[src/rtl/keypad_scan_pkg.sv]
// Shared types and helpers for the 4x4 key matrix scanner.
// Holds the FSM state encoding, matrix geometry and small pure helper functions.
// No logic state lives here; everything is consumed by keypad_scan.
package keypad_scan_pkg;

  localparam int ROWS   = 4;
  localparam int COLS   = 4;
  localparam int CODE_W = 4;

  // Row 0 driven low, all other rows released high.
  localparam logic [ROWS-1:0] ROW_INIT = 4'b1110;
  // Column pattern seen when no key on the driven row is pressed.
  localparam logic [COLS-1:0] COL_IDLE = 4'b1111;

  typedef enum logic [1:0] {
    SCAN,
    PRESS_DB,
    HELD,
    REL_DB
  } state_t;

  // Rotate the single low bit to the next row, wrapping row 3 back to row 0.
  function automatic logic [ROWS-1:0] next_row(input logic [ROWS-1:0] r);
    return {r[ROWS-2:0], r[ROWS-1]};
  endfunction

  // Index of the low bit in a one-hot-low row vector.
  function automatic logic [1:0] row_index(input logic [ROWS-1:0] r);
    logic [1:0] idx;
    idx = 2'd0;
    if (!r[1]) idx = 2'd1;
    if (!r[2]) idx = 2'd2;
    if (!r[3]) idx = 2'd3;
    return idx;
  endfunction

  // Lowest-index low column wins when several keys share the row.
  function automatic logic [1:0] low_col(input logic [COLS-1:0] c);
    logic [1:0] idx;
    if (!c[0])      idx = 2'd0;
    else if (!c[1]) idx = 2'd1;
    else if (!c[2]) idx = 2'd2;
    else            idx = 2'd3;
    return idx;
  endfunction

endpackage

[src/rtl/keypad_sync.sv]
// Two-flop synchronizer for the asynchronous column sense lines.
// Latency: 2 clk cycles from d to q. No backpressure; samples every cycle.
// Resets to all ones so an idle (pulled-up) matrix reads as no key.
module keypad_sync #(
  parameter int W = 4
) (
  input  logic         clk,
  input  logic         rst,
  input  logic [W-1:0] d,
  output logic [W-1:0] q
);

  logic [W-1:0] meta;

  // Two back-to-back flops; only q is ever used by downstream logic.
  always_ff @(posedge clk) begin
    if (rst) begin
      meta <= '1;
      q    <= '1;
    end else begin
      meta <= d;
      q    <= meta;
    end
  end

endmodule

[src/rtl/keypad_scan.sv]
// 4x4 active-low key matrix scanner with press/release debounce.
// Latency: 2 sync cycles + rest of row period + DEBOUNCE_CNT cycles to a key event.
// No backpressure: key_valid is a one-cycle strobe, key_code holds until the next press.
module keypad_scan
  import keypad_scan_pkg::*;
#(
  parameter int SCAN_DIV     = 1000,
  parameter int DEBOUNCE_CNT = 20000
) (
  input  logic              clk,
  input  logic              rst,
  output logic [ROWS-1:0]   row,
  input  logic [COLS-1:0]   col,
  output logic [CODE_W-1:0] key_code,
  output logic              key_valid,
  output logic              key_down
);

  localparam int SW = $clog2(SCAN_DIV);
  localparam int DW = $clog2(DEBOUNCE_CNT);
  localparam logic [SW-1:0] SCAN_LAST = SW'(SCAN_DIV - 1);
  localparam logic [DW-1:0] DB_LAST   = DW'(DEBOUNCE_CNT - 1);

  logic [COLS-1:0] cs;
  state_t          state;
  logic [SW-1:0]   scan_cnt;
  logic [DW-1:0]   db_cnt;
  logic [COLS-1:0] pat;
  logic [1:0]      row_idx;

  keypad_sync #(.W(COLS)) u_sync (
    .clk (clk),
    .rst (rst),
    .d   (col),
    .q   (cs)
  );

  // Scan / debounce FSM; all outputs are registered here.
  always_ff @(posedge clk) begin
    if (rst) begin
      state     <= SCAN;
      row       <= ROW_INIT;
      scan_cnt  <= '0;
      db_cnt    <= '0;
      pat       <= COL_IDLE;
      row_idx   <= 2'd0;
      key_code  <= '0;
      key_valid <= 1'b0;
      key_down  <= 1'b0;
    end else begin
      key_valid <= 1'b0;
      case (state)
        SCAN: begin
          if (scan_cnt == SCAN_LAST) begin
            scan_cnt <= '0;
            if (cs == COL_IDLE) begin
              row <= next_row(row);
            end else begin
              // Something is down on this row: freeze here and qualify it.
              row_idx <= row_index(row);
              pat     <= cs;
              db_cnt  <= '0;
              state   <= PRESS_DB;
            end
          end else begin
            scan_cnt <= scan_cnt + 1'b1;
          end
        end

        PRESS_DB: begin
          if (cs == pat) begin
            if (db_cnt == DB_LAST) begin
              key_valid <= 1'b1;
              key_down  <= 1'b1;
              key_code  <= {row_idx, low_col(pat)};
              state     <= HELD;
            end else begin
              db_cnt <= db_cnt + 1'b1;
            end
          end else begin
            // Bounce or pattern change: give up and move on to the next row.
            row      <= next_row(row);
            scan_cnt <= '0;
            state    <= SCAN;
          end
        end

        HELD: begin
          // Pattern changes while held are deliberately ignored.
          if (cs == COL_IDLE) begin
            db_cnt <= '0;
            state  <= REL_DB;
          end
        end

        REL_DB: begin
          if (cs == COL_IDLE) begin
            if (db_cnt == DB_LAST) begin
              key_down <= 1'b0;
              row      <= next_row(row);
              scan_cnt <= '0;
              state    <= SCAN;
            end else begin
              db_cnt <= db_cnt + 1'b1;
            end
          end else begin
            state <= HELD;
          end
        end

        default: state <= SCAN;
      endcase
    end
  end

endmodule

[config.mk]
export PLATFORM = sky130hd
export DESIGN_NAME = keypad_scan
export DESIGN_NICKNAME = d
export VERILOG_FILES = /design/src/rtl/keypad_scan_pkg.sv /design/src/rtl/keypad_sync.sv /design/src/rtl/keypad_scan.sv
export SDC_FILE = /design/constraint.sdc
export NUM_CORES = 1
export LEC_CHECK = 0
export ABC_CLOCK_PERIOD_IN_PS = 5700
export BUFFER_PORTS_ARGS = -buffer_cell sky130_fd_sc_hd__buf_2
export CAP_MARGIN = 15
export CORE_MARGIN = 4
export CORE_UTILIZATION = 40
export DETAILED_ROUTE_END_ITERATION = 6
export GPL_TIMING_DRIVEN = 0
export HOLD_SLACK_MARGIN = 0.12
export PLACE_DENSITY = 0.58
export SYNTH_ARGS = -nofsm -noshare
export SYNTH_HDL_FRONTEND = slang
export SYNTH_HIERARCHICAL = 1
export SYNTH_SLANG_ARGS = --single-unit
[constraint.sdc]
create_clock -name clk -period 5.7 [get_ports clk]
set_input_delay 1.425 -clock clk [delete_from_list [all_inputs] [get_ports clk]]
set_output_delay 1.425 -clock clk [all_outputs]
set_load 0.01 [all_outputs]
# After elaboration in Yosys (flattened, before gate mapping)
# Index checks and enable logic that the tools add are counted.
# word_totals
register_bits,51
elab_cells,83
# classes
bitwise,3
n_addsub,2
n_eq_ne,18
n_reduce_logical,11
muxes,38
# ops
cell,n
15-bit 2-to-1 mux,6
15-bit one-hot mux with 4 select lines,1
10-bit 2-to-1 mux,4
10-bit one-hot mux with 3 select lines,1
2-bit 2-to-1 mux,11
4-bit 2-to-1 mux,5
2-bit != test (second input constant),9
15-bit by 1-bit adder with 15-bit output (second input constant),1
15-bit == test (second input constant),1
5-bit AND reduction,3
4-bit one-hot mux with 3 select lines,1
10-bit by 1-bit adder with 10-bit output (second input constant),1
10-bit == test (second input constant),1
2-bit one-hot mux with 4 select lines,1
1-bit 2-to-1 mux,7
3-bit != test (second input constant),2
3-bit AND reduction,2
6-bit AND reduction,1
2-bit == test (second input constant),2
4-bit == test,1
4-bit == test (second input constant),1
4-bit AND reduction,1
1-bit NOT,3
3-bit nonzero test,1
5 further kinds,5

# Longest topological paths before layout
# logic_depth
word_depth,4
depth_mapped,8

# Cells and area by module
# The synthesis kept the hierarchy.
# by_module_without_submodules
module,instances,area_each_um2,seq_area_each_um2,cells_each
keypad_scan,1,2105.8,860.8,248
keypad_sync,1,210.2,160.2,16

# Worst setup path after synthesis
# OpenSTA, ideal clock, no wires.
# synth_timing
kind,input-to-reg
start,input port rst
end,register db_cnt[13]
path_slack_ps,3090
setup_ps,74
path_buffers,1
path_stages,5
arrival_time_ps,2536
path_cell_list,nand2b_1 > a2111oi_2 > clkbuf_1 > a31oi_1 > a31oi_1
# synth_lines
item,line,text
from (decl),keypad_scan.sv:11,"input logic rst,"
to (signal assigned),keypad_scan.sv:78,db_cnt <= db_cnt + 1'b1;
to (signal assigned),keypad_scan.sv:104,db_cnt <= db_cnt + 1'b1;
to (decl),keypad_scan.sv:27,logic [DW-1:0] db_cnt;

==> flow_summary.ini <==
[status]
status = completed

[detailed_routing]
dr.pass1.iters = 4
drc_errors = 0
vias = 1941
dr.first_iter.drc_count = 107
post_drt_wl_per_cell_microns = 13.03
viasPerCell = 5.392
finalWirelength_microns = 4689
ant_nets = 0

[critical_path]
cp.arrival_ns = 3.13
worstSetupPathType = input port to flip-flop
end_kind = flip-flop
crit_buf_inv = 2
crit_fanout = 12
cp_top_family = compound AO/OA/AOI/OAI gates
cpMostUsedCell = a31oi_1
crit_required_ns = 5.94
crit_path_start_kind = input port
slowest_delay_ns = 0.55
critical_path.cell_chain = buf_2, nand2b_1, a2111oi_2, clkbuf_1, a31oi_1, a31oi_1
critPathSlowestCell = a2111oi_2

[floorplanning]
die_x_microns = 84.09
dieArea_sq_um = 7071
num_rows = 27
core_sq_um = 5574
pin_count = 16
start_util = 0.4155
die_h_microns = 84.09

[logic_synthesis]
avgSynthCellArea_sq_um = 8.773
synth_seq_cells = 51
synth_flop_cell = dfxtp_1
syn_nets = 272
synthArstFlopShare = 0
synthCells = 264
yosysWarningCount = 6
synth-edff-count = 0
seq_area_frac_synth = 0.4408
syn_area_sq_um = 2316
yosys.cell_types.count = 46

[sta]
slew_violations = 0
fin_ws_ns = 2.807
min_period_ns = 2.893
setup_violations = 0
slew-limit-headroom = 0.4860
finalHoldViolCount = 0
fmax_mhz = 345.6
rsz0062_at_grt = no
worst_pin_slew_ns = 0.7652
min_period_over_period = 0.5076
fin_skew_ns = 0.01006
tns_ns = 0
hold-worst-slack_ns = 0.4154

[placed_design]
pre_cts_ws_ns = 2.485
gp_congestion = 0.7560
placed_cell_area_sq_um = 2486
port_buffers = 15
dp_hpwl_microns = 3323

[power_and_ir_drop]
switchingPower_uw = 152.4
power_frac_comb = 0.051
power.density_nw_per_um2 = 259.7
p_clk_frac = 0.385
p_seq_frac = 0.564
power_leakage_uw = 0.001005
p_int_uw = 523.8
ir_worst_vdd_mv = 0.2010
p_sw_frac = 0.2253

[clock_network]
post_cts_buffers = 0
cts_resized = 0
cts_tree = done
cts_sinks = 51
cts_inserted_buffers = 5
ctsRootBufferMaster = clkbuf_8
cts_hold_buffers = 0
clk_latency_ns = 0.30
clk_pin_slew_ns = 0.10
htreeDepth = 2
clock_path_buffers = 2

[cells_and_area]
fillers = 565
n_antenna_cell = 0
stdcell_area_sq_um = 2604
layout.nets = 295
final_util = 0.4671
drive_above_1_share = 0.1111
areaGrowthSynthToFinish_pct = 12.43

[grt]
grt-ovfl-total = 0
grt_use_total = 0.1421
grt_max_degree = 16
grt_pass1_wl_microns = 8293
grt_antenna_before_repair = 0
grt_pass1_vias = 1756

[min_path]
hold_class = flip-flop to flip-flop

[flow_run]
cap_violations = 0
final timing paths:
path	endpoint	from	cells after the start	slack, ns
setup / recovery	db_cnt[13]	rst	6	2.81
hold / removal	u_sync/q[1]	u_sync/meta[1]	1	0.42
setup reg to reg	scan_cnt[3]	db_cnt[8]	6	3.21
hold reg to reg	u_sync/q[1]	u_sync/meta[1]	1	0.42
power groups by stage:
stage | Combinational [uW] | Sequential (uW) | Clock [uW]
6_report | 34.2 | 381 | 261
5_1_grt | 40.0 | 383 | 284
4_1_cts | 34.5 | 381 | 267
3_5_place_dp | 34.5 | 390 | 0
3_3_place_gp | 33.7 | 389 | 0
2_1_floorplan | 25.1 | 386 | 0
logic make-up after synthesis:
logic type,Yosys count,synth area share
AO/OA/AOI/OAI,76,0.2177
XOR/XNOR,4,0.01513
adder cells (fa/ha/maj),2,0.01080
buffers and inverters,19,0.03187
flip-flops,51,0.4408
multiplexers,11,0.04808
AND/OR/NAND/NOR,101,0.2356
metal layers:
layer | share of wire | track usage | up-vias
li1 | - | - | 1018
met2 | 0.41 | 0.1937 | 37
met3 | 0.046 | 0.03949 | 5
met4 | 0.011 | 0.05702 | 0
met5 | 0 | 0 | -
met1 | 0.53 | 0.2080 | 881
layout make-up:
class | instances | area (sq um) | share of cell area
clock inverters | 2 | 35.03 | 0.01346
clock buffers | 6 | 82.58 | 0.03172
flip-flops and latches | 51 | 1021 | 0.3921
plain buffers | 12 | 47.55 | 0.01826
inverters | 7 | 26.28 | 0.01009
repair buffers | 16 | 80.08 | 0.03075
multi-input cells | 194 | 1221 | 0.4690
well taps | 72 | 90.09 | 0.03460
Yosys cell counts, types with 6 or more instances:
library cell	n	area, sq um
inv_1	7	26.28
clkbuf_1	9	33.78
nand3_1	8	40.04
dfxtp_1	51	1021
nand4_1	9	56.30
mux2i_1	10	100.1
nand2_1	20	75.07
nor2_1	15	56.30
or2_1	8	50.05
and3_1	6	37.54
a31oi_1	18	112.6
nand2b_1	13	81.33
o21ai_0	12	60.06
a21oi_1	21	105.1
cells in the final DEF (no fill, tap or decap), types with 8 or more instances in the layout:
master    instances
nand2_1          20
o21ai_0          12
or2_1             8
nand4_1           9
nand3_1           8
clkbuf_1          9
a21oi_1          21
nor2_1           15
buf_2            18
a31oi_1          18
nand2b_1         13
dfxtp_1          51
mux2i_1          10
registers in the layout, summed over array words and instances, names as in the netlist:
signal       count
key_code         4
row_idx          2
key_down         1
state            2
row              4
u_sync/q         4
key_valid        1
db_cnt          15
pat              4
scan_cnt        10
u_sync/meta      4
stage by stage:
| stage | cells | total power (uW) |
|---|---|---|
| after CTS | 360 | 682.6 |
| after detailed placement | 352 | 424.1 |
| after global routing | 360 | 706.5 |
| after floorplan | 264 | 410.7 |
| final | 360 | 676.1 |
| after global placement | 351 | 422.7 |
Note: power is estimated with default switching activity, not from simulation.
